--- config.mk ---
export PLATFORM = sky130hd
export DESIGN_NAME = phase_drive_gen_flat
export DESIGN_NICKNAME = d
export VERILOG_FILES = /design/src/rtl/phase_drive_gen_pkg.sv /design/src/rtl/phase_drive_gen_if.sv /design/src/rtl/phase_drive_gen_sync2.sv /design/src/rtl/phase_drive_gen.sv /design/src/flat_wrapper.sv
export SDC_FILE = /design/constraint.sdc
export NUM_CORES = 1
export LEC_CHECK = 0
export ABC_AREA = 1
export CORE_ASPECT_RATIO = 0.6
export CORE_UTILIZATION = 25
export DETAILED_ROUTE_END_ITERATION = 6
export PLACE_DENSITY = 0.46
export SYNTH_ARGS = -nofsm -noshare
export SYNTH_HDL_FRONTEND = slang
export SYNTH_SLANG_ARGS = --single-unit
export TNS_END_PERCENT = 30
--- constraint.sdc ---
create_clock -name clk -period 2.87 [get_ports clk]
set_input_delay 0.7175 -clock clk [delete_from_list [all_inputs] [get_ports clk]]
set_output_delay 0.7175 -clock clk [all_outputs]
set_load 0.02 [all_outputs]
--- src/rtl/phase_drive_gen_pkg.sv ---
// Shared types and constants for the CDU timing blocks: phase slots,
// zero-drive FSM states and the per-slot drive pattern helper.
package cdu_timing_pkg;

  localparam int NUM_PHASES = 4;

  typedef enum logic [1:0] {
    FAZ1 = 2'd0,
    FAZ2 = 2'd1,
    FAZ3 = 2'd2,
    FAZ4 = 2'd3
  } phase_t;

  typedef enum logic [1:0] {
    Z_IDLE    = 2'd0,
    Z_WAIT    = 2'd1,
    Z_HOLD    = 2'd2,
    Z_RELEASE = 2'd3
  } zstate_t;

  // Active-low drive vector for one slot: bit n low selects FAZ(n+1)DR.
  function automatic logic [NUM_PHASES-1:0] phaseDriveLow(input phase_t slot);
    return ~(NUM_PHASES'(1) << slot);
  endfunction

endpackage

--- src/rtl/phase_drive_gen_if.sv ---
// Run/zero request inputs and the active-low drive outputs of the CDU
// phase and moding source, grouped so controller and generator share one bundle.
interface phase_drive_gen_if;
  import cdu_timing_pkg::*;

  logic       en;
  logic       ISSZ;
  logic       FAZ1DR;
  logic       FAZ2DR;
  logic       FAZ2DR_n;
  logic       FAZ3DR;
  logic       FAZ4DR;
  logic       ISSZDR;
  logic [1:0] phase;
  logic       cyc_start;

  modport master (
    output en,
    output ISSZ,
    input  FAZ1DR,
    input  FAZ2DR,
    input  FAZ2DR_n,
    input  FAZ3DR,
    input  FAZ4DR,
    input  ISSZDR,
    input  phase,
    input  cyc_start
  );

  modport slave (
    input  en,
    input  ISSZ,
    output FAZ1DR,
    output FAZ2DR,
    output FAZ2DR_n,
    output FAZ3DR,
    output FAZ4DR,
    output ISSZDR,
    output phase,
    output cyc_start
  );

endinterface

--- src/rtl/phase_drive_gen_sync2.sv ---
// Two-flop synchronizer for asynchronous AGC moding inputs; both stages
// come out of reset at RESET_VAL so an idle active-low request reads inactive.
module cdu_sync2 #(
  parameter logic RESET_VAL = 1'b1
) (
  input  logic clk,
  input  logic rst,
  input  logic async_i,
  output logic sync_o
);

  logic meta_q;
  logic sync_q;

  always_ff @(posedge clk) begin
    if (rst) begin
      meta_q <= RESET_VAL;
      sync_q <= RESET_VAL;
    end else begin
      meta_q <= async_i;
      sync_q <= meta_q;
    end
  end

  assign sync_o = sync_q;

endmodule

--- src/rtl/phase_drive_gen.sv ---
// Four-phase drive generator and ISS zero drive for the CDU buffers.
// Slot state is advanced by a divider; all outputs are registered.
module phase_drive_gen
  import cdu_timing_pkg::*;
#(
  parameter int DIV       = 4,
  parameter int ZERO_HOLD = 16
) (
  input  logic              clk,
  input  logic              rst,
  phase_drive_gen_if.slave  bus
);

  localparam int DIV_W = (DIV > 1) ? $clog2(DIV) : 1;
  localparam int CNT_W = $clog2(ZERO_HOLD + 1);
  localparam logic [DIV_W-1:0] DIV_LAST = DIV_W'(DIV - 1);
  localparam logic [CNT_W-1:0] CNT_MAX  = CNT_W'(ZERO_HOLD);

  logic [DIV_W-1:0]      div_q, div_d;
  phase_t                slot_q, slot_d;
  zstate_t               zState_q, zState_d;
  logic [CNT_W-1:0]      holdCnt_q, holdCnt_d;

  logic [NUM_PHASES-1:0] fazDr_q, fazDr_d;
  logic                  faz2n_q;
  logic                  isszDr_q, isszDr_d;
  phase_t                phaseOut_q;
  logic                  cycStart_q, cycStart_d;

  logic                  isszSync;
  logic                  zReq;

  cdu_sync2 #(
    .RESET_VAL (1'b1)
  ) u_issz_sync (
    .clk     (clk),
    .rst     (rst),
    .async_i (bus.ISSZ),
    .sync_o  (isszSync)
  );

  assign zReq = ~isszSync;

  // Outputs registered at an edge describe the slot held before that edge.
  always_comb begin
    div_d      = div_q;
    slot_d     = slot_q;
    cycStart_d = bus.en && (slot_q == FAZ1) && (div_q == '0);
    fazDr_d    = bus.en ? phaseDriveLow(slot_q) : '1;
    if (bus.en) begin
      if (div_q == DIV_LAST) begin
        div_d  = '0;
        slot_d = phase_t'(slot_q + 2'd1);
      end else begin
        div_d  = div_q + DIV_W'(1);
      end
    end
  end

  always_comb begin
    zState_d  = zState_q;
    holdCnt_d = holdCnt_q;
    isszDr_d  = isszDr_q;
    unique case (zState_q)
      Z_IDLE: begin
        if (zReq) zState_d = Z_WAIT;
      end
      Z_WAIT: begin
        if (!zReq) begin
          zState_d = Z_IDLE;
        end else if (cycStart_d) begin
          zState_d  = Z_HOLD;
          holdCnt_d = CNT_W'(1);
          isszDr_d  = 1'b0;
        end
      end
      Z_HOLD: begin
        if (holdCnt_q >= CNT_MAX) begin
          zState_d = Z_RELEASE;
        end else begin
          holdCnt_d = holdCnt_q + CNT_W'(1);
        end
      end
      Z_RELEASE: begin
        // Release only on a cycle boundary once the request has gone away.
        if (cycStart_d && !zReq) begin
          zState_d = Z_IDLE;
          isszDr_d = 1'b1;
        end
      end
      default: zState_d = Z_IDLE;
    endcase
  end

  always_ff @(posedge clk) begin
    if (rst) begin
      div_q      <= '0;
      slot_q     <= FAZ1;
      zState_q   <= Z_IDLE;
      holdCnt_q  <= '0;
      fazDr_q    <= '1;
      faz2n_q    <= 1'b0;
      isszDr_q   <= 1'b1;
      phaseOut_q <= FAZ1;
      cycStart_q <= 1'b0;
    end else begin
      div_q      <= div_d;
      slot_q     <= slot_d;
      zState_q   <= zState_d;
      holdCnt_q  <= holdCnt_d;
      fazDr_q    <= fazDr_d;
      faz2n_q    <= ~fazDr_d[1];
      isszDr_q   <= isszDr_d;
      phaseOut_q <= slot_q;
      cycStart_q <= cycStart_d;
    end
  end

  assign bus.FAZ1DR    = fazDr_q[0];
  assign bus.FAZ2DR    = fazDr_q[1];
  assign bus.FAZ2DR_n  = faz2n_q;
  assign bus.FAZ3DR    = fazDr_q[2];
  assign bus.FAZ4DR    = fazDr_q[3];
  assign bus.ISSZDR    = isszDr_q;
  assign bus.phase     = phaseOut_q;
  assign bus.cyc_start = cycStart_q;

endmodule

--- src/flat_wrapper.sv ---
// flat-port wrapper written by rule: the top's interface ports become plain ports
module phase_drive_gen_flat import cdu_timing_pkg::*;
#(
  parameter int DIV       = 4,
  parameter int ZERO_HOLD = 16
)
  (clk, rst, bus_en, bus_ISSZ, bus_FAZ1DR, bus_FAZ2DR, bus_FAZ2DR_n, bus_FAZ3DR, bus_FAZ4DR, bus_ISSZDR, bus_phase, bus_cyc_start);
  phase_drive_gen_if bus_i ();
  input  logic clk;
  input  logic rst;
  input wire logic [$bits(bus_i.en)-1:0] bus_en;
  input wire logic [$bits(bus_i.ISSZ)-1:0] bus_ISSZ;
  output wire logic [$bits(bus_i.FAZ1DR)-1:0] bus_FAZ1DR;
  output wire logic [$bits(bus_i.FAZ2DR)-1:0] bus_FAZ2DR;
  output wire logic [$bits(bus_i.FAZ2DR_n)-1:0] bus_FAZ2DR_n;
  output wire logic [$bits(bus_i.FAZ3DR)-1:0] bus_FAZ3DR;
  output wire logic [$bits(bus_i.FAZ4DR)-1:0] bus_FAZ4DR;
  output wire logic [$bits(bus_i.ISSZDR)-1:0] bus_ISSZDR;
  output wire logic [$bits(bus_i.phase)-1:0] bus_phase;
  output wire logic [$bits(bus_i.cyc_start)-1:0] bus_cyc_start;
  assign bus_i.en = bus_en;
  assign bus_i.ISSZ = bus_ISSZ;
  assign bus_FAZ1DR = bus_i.FAZ1DR;
  assign bus_FAZ2DR = bus_i.FAZ2DR;
  assign bus_FAZ2DR_n = bus_i.FAZ2DR_n;
  assign bus_FAZ3DR = bus_i.FAZ3DR;
  assign bus_FAZ4DR = bus_i.FAZ4DR;
  assign bus_ISSZDR = bus_i.ISSZDR;
  assign bus_phase = bus_i.phase;
  assign bus_cyc_start = bus_i.cyc_start;
  phase_drive_gen #(.DIV(DIV), .ZERO_HOLD(ZERO_HOLD)) u_core (.clk(clk), .rst(rst), .bus(bus_i));
endmodule
### Word level (Yosys, flattened, before mapping)

Index checks and enable logic that the tools add are counted.
Widths: inputs -> output; s select.

| operators by class | value |
|---|---|
| equality and inequality tests | 11 |
| multiplexer cells | 16 |
| $lt $le $gt $ge | 1 |
| shift-type cells | 1 |
| $add $sub $neg | 3 |
| reduce and logical (&&, ||, !) cells | 13 |
| multiply operators | 0 |
| bitwise operators | 3 |
| divide/modulo/power cells | 0 |

Operators with widths:

| operator | count |
|---|---|
| $mux 5 | 3 |
| $mux 2 | 7 |
| $reduce_and 4->1 | 3 |
| $pmux 5 s2 | 1 |
| $pmux 2 s4 | 1 |
| $eq 2x2->1 const B | 3 |
| $logic_not 2->1 | 3 |
| $ne 2x1->1 const B | 3 |
| $ne 2x2->1 const B | 3 |
| $add 5x1->5 const B | 1 |
| $ge 5x5->1 const B | 1 |
| $add 2x1->2 const B | 2 |
| $not 4->4 | 1 |
| $reduce_bool 2->1 | 2 |
| $shl 1x2->4 const A | 1 |
| $logic_and 1x1->1 | 3 |
| $mux 1 | 3 |
| $ne 3x2->1 const B | 1 |
| $eq 2x1->1 const B | 1 |
| $not 1->1 | 2 |
| $pmux 1 s2 | 1 |
| $reduce_and 2->1 | 1 |
| $reduce_or 2->1 | 1 |

| word-level totals | value |
|---|---|
| ROM bits | 0 |
| logic and storage cells | 60 |
| latch bits | 0 |
| bits in registers | 22 |
| memories | 0 |
| output and inout bits | 9 |
| bits of input ports | 4 |
| RAM bits | 0 |

### Logic depth before layout (Yosys ltp)

| depth | value |
|---|---|
| word-level depth | 6 |
| depth in mapped cells | 9 |
| gate-level depth less buffers | 9 |

### Modules after synthesis

A second synthesis with hierarchy kept.

| second synthesis, totals | value |
|---|---|
| cells, all modules | 110 |
| area, all modules | 917.1 sq um |

Modules (own cells, without submodules):

| module | cells each | sequential area each (sq um) | area each (sq um) | times used |
|---|---|---|---|---|
| phase_drive_gen | 103 | 400.4 | 858.3 | 1 |
| cdu_sync2 | 7 | 40.0 | 58.8 | 1 |

### Least setup slack after synthesis

Ideal clock, no wire load.

| timing | value |
|---|---|
| kind | in2reg |
| from | input rst |
| to | register u_core.holdCnt_q[4] |
| required time | 2.753 ns |
| stages | 4 |
| library setup time | 0.117 ns |
| path slack | 1.500 ns |
| arrival time | 1.253 ns |
| path through | clkbuf_1 inv_1 nand2_1 a21oi_1 |

RTL lines:

| what | line | text |
|---|---|---|
| start: declaration | flat_wrapper.sv:10 | `input logic rst;` |
| end signal: assignment | phase_drive_gen.sv:110 | `holdCnt_q <= holdCnt_d;` |
| end: declaration | phase_drive_gen.sv:22 | `logic [CNT_W-1:0] holdCnt_q, holdCnt_d;` |

### Worst setup path in the final report

| timing | value |
|---|---|
| from | register u_core.isszDr_q (netlist: u_core.bus.ISSZDR) |
| to | output bus_ISSZDR |

RTL lines:

| what | line | text |
|---|---|---|
| start: declaration | phase_drive_gen.sv:26 | `logic isszDr_q, isszDr_d;` |
| start signal: assignment | phase_drive_gen.sv:113 | `isszDr_q <= isszDr_d;` |
| end: declaration | flat_wrapper.sv:18 | `output wire logic [$bits(bus_i.ISSZDR)-1:0] bus_ISSZDR;` |

No word-level cell between the ends.

==> out/summary.md <==
• 76.8% — Slew Limit Headroom
• 24.1% — area grow syn2layout
• 961 um — Met1 Routed Length
• 0 — hold-fix buffers at CTS
• 3800 um^2 — die area
• 1 — depth of the CTS H-tree
• dfxtp_1 — Post-synth top flop
• 1260 um — placed wire-length estimate
• 424 uW — Int Pwr
• primary output — capturing element type of the critical path
• 1180 ps — data arrival at the endpoint of the critical path
• met4 — Max Used Layer
• 600 ps — longest individual stage delay on the worst path
• 19 — number of design-rule violations left by the first detailed-router iteration
• 678 — total via count after detailed routing
• 10.0 um — post-DR wirelength/cell
• 2 — critical-path maximum fanout
• flip-flop to primary output — critical path type
• 416 ps — hold slack
• 26.7% — initial core utilization
• 0% — Post-synth ARST share
• 887 um^2 — Cell Area, Synth
• 4.16 — average via count per standard cell
• 260 ps — clock latency on the worst-skew pair
• 115 — net count after synthesis
• 0.244 mV — maximum VDD drop
• 49.6% — sequential area share after synthesis
• 0 — number of synthesized flops with an enable pin
• 22 — flip-flop and latch count after synthesis
• 33.7% — share of power burned in the clock network
• clkdlybuf4s50_1 — standard cell with the maximum stage delay on the critical path
• 122 uW — net load switching power
• 496 nW/um^2 — power density over cell area
• 54 um — detailed route wirelength on metal3
• 0 — number of synthesis warnings
• 0.000473 uW — leakage dissipation
• 2590 um — global-route wire length before repair
• 22.3% — proportion of total power due to net switching
• 78.9 um — die boundary width
• 11.0% — share of cells above drive strength 1
• 3320 um^2 — Core Area
• 13 — Ports
• 4 — first-pass iteration count of the detailed router
• 0 — setup repair bufs after CTS
• 0 — Finish-stage setup viols
• 58.3% — proportion of power drawn by flip-flops and latches
• 12 — I/O Buffers
• 383 um^2 — area of the multi-input gates
• 0 ps — Fin Setup TNS
• 526 MHz — fmax
• 546 uW — Tot Pwr
• 0 — initial antenna violation count
• 0 — Resized cells post-CTS
• 70 ps — post-CTS clock slew at the launch and capture registers of the worst setup and hold paths
• 2 — number of buffers on the longest clock path
• 0 — count of antenna-violating nets left after detailed routing
• 12 — maximum number of pins on one net before global-route repair
• 8.53 um^2 — Syn Area/Cell
• 21 — number of distinct library cells after synthesis
• 1900 ps — Tmin final
• 7.9% — fraction of power consumed by combinational cells
• 0 — Slew Viols, Final
• 22 — sink count of the clock tree
• 0 — number of hold-slack violations in the final timing report
• 2150 ps — Req. time, crit path
• completed — run status
• 0 — Maximum Capacitance Violations
• 1640 um — final wirelength
• clkdlybuf4s50_1 — crit path cell chain
• 0 — Remaining DRCs
• 346 ps — Worst Tran Pin Value
• 367 — number of fillers in the final layout
• 545 — number of global-route vias before repair
• 16 — num rows
• 3 — number of buffers created by CTS
• 0 — GRT Residual Overflow
• 48.1 um — vertical die dimension
• 33.1% — Layout Utilization
• 589 um — met2 wirelength from detailed routing
• 131 — final-stage net count
• done — TritonCTS clock tree
• flip-flop to flip-flop — path class of the lowest-slack min-delay path
• 104 — Post-Synthesis Cells
• 3.23 ps — worst clock skew
• 0.764 — Final GP Congestion
• buffers and inverters — gate family responsible for the most delay along the worst path
• 440 um^2 — sequential cell area in the final layout
• 66.2% — post-route fraction of the period consumed by the critical path
• flip-flop — type of origin of the critical path
• clkbuf_8 — cell at the root of the clock tree
• 0 — count of inserted antenna diode cells
• 1 — number of buffers and inverters on the critical path
• no — RSZ-0062 raised after global routing
• 9.47% — overall global routing resource usage
==> logic make-up after synthesis <==
logic type      count (synthesis)  share of synthesized area (%)
fa+ha+maj                       7                           9.87
flops                          22                           49.6
compound gates                 18                           10.9
buf+inv                        17                           7.19
simple gates                   40                           22.4
==> stage by stage <==
step                instances  area, um^2  worst slack [ps]
global placement          160        1060               797
detailed placement        160        1060               845
global route              163        1100               906
floorplan                 104         887              1500
CTS                       163        1100               951
finish                    163        1100               970
==> worst register-to-register path: cells and delay by family (launching register included) <==
| kind | cells | cell delay, ps |
|---|---|---|
| AOI/OAI and AO/OA | 3 | 410 |
| and+or+nand+nor | 1 | 140 |
| adders and majority gates | 1 | 210 |
| buffers and inverters | 2 | 260 |
| DFF | 1 | 330 |
==> path summary, 6_finish.rpt <==
| path | slack, ps | to | from | depth (start not counted) |
|---|---|---|---|---|
| setup / recovery | 970 | bus_ISSZDR | u_core.bus.ISSZDR | 1 |
| hold reg to reg | 420 | u_core.u_issz_sync.sync_o | u_core.u_issz_sync.meta_q | 1 |
| setup reg to reg | 1400 | u_core.bus.ISSZDR | u_core.slot_q[0] | 7 |
| hold / removal | 420 | u_core.u_issz_sync.sync_o | u_core.u_issz_sync.meta_q | 1 |
==> cell usage after synthesis, drive strengths merged (2+ instances only) <==
cell / instances / area share (%)
inv: 16 / 6.8
nand3: 4 / 2.3
o21ai: 7 / 3.9
ha: 7 / 9.9
nor3: 2 / 1.7
nand2: 17 / 8.6
dfxtp: 22 / 50
nand4: 4 / 2.8
a21oi: 10 / 6.1
nor2: 9 / 4.1
or2: 2 / 1.4
==> power groups by stage <==
stage	clock network, uW	registers [uW]	logic [uW]
2_1_floorplan	0	328	24.1
3_3_place_gp	0	325	43.6
3_5_place_dp	0	325	43.2
4_1_cts	193	318	43.4
5_1_grt	211	320	48.1
6_report	184	318	43.3
==> placed cells by master, fill, tap and decap left out, drive strengths merged <==
master          n
dfxtp          22
nand2          17
inv            16
clkdlybuf4s50  12
a21oi          10
nor2            9
o21ai           7
ha              7
nand4           4
nand3           4
clkbuf          3
or2             2
nor3            2
and3            1
o211ai          1
nand3b          1
==> cell type report <==
type / count / area share, %
tap: 45 / 5.11
clock buffer: 3 / 3.75
multi-input combinational: 65 / 34.8
timing repair buffer: 12 / 10.9
sequential: 22 / 40.0
inverter: 16 / 5.45
==> per-layer routing <==
layer / GRT usage, % / vias up
li1: - / 367
met1: 13.8 / 297
met2: 12.7 / 12
met3: 3.36 / 2
met4: 3.27 / 0
met5: 0 / -
==> flip-flops by register name, summed over array words and instances, names as in the netlist, named ones only <==
name	count
u_core.holdCnt_q	5
u_core.u_issz_sync.sync_o	1
u_core.bus.cyc_start	1
u_core.bus.FAZ2DR_n	1
u_core.zState_q	1
u_core.div_q	2
u_core.bus.ISSZDR	1
u_core.slot_q	2
u_core.fazDr_q	4
u_core.bus.phase	2
u_core.u_issz_sync.meta_q	1
No activity file was read; power rests on OpenSTA's default activity.
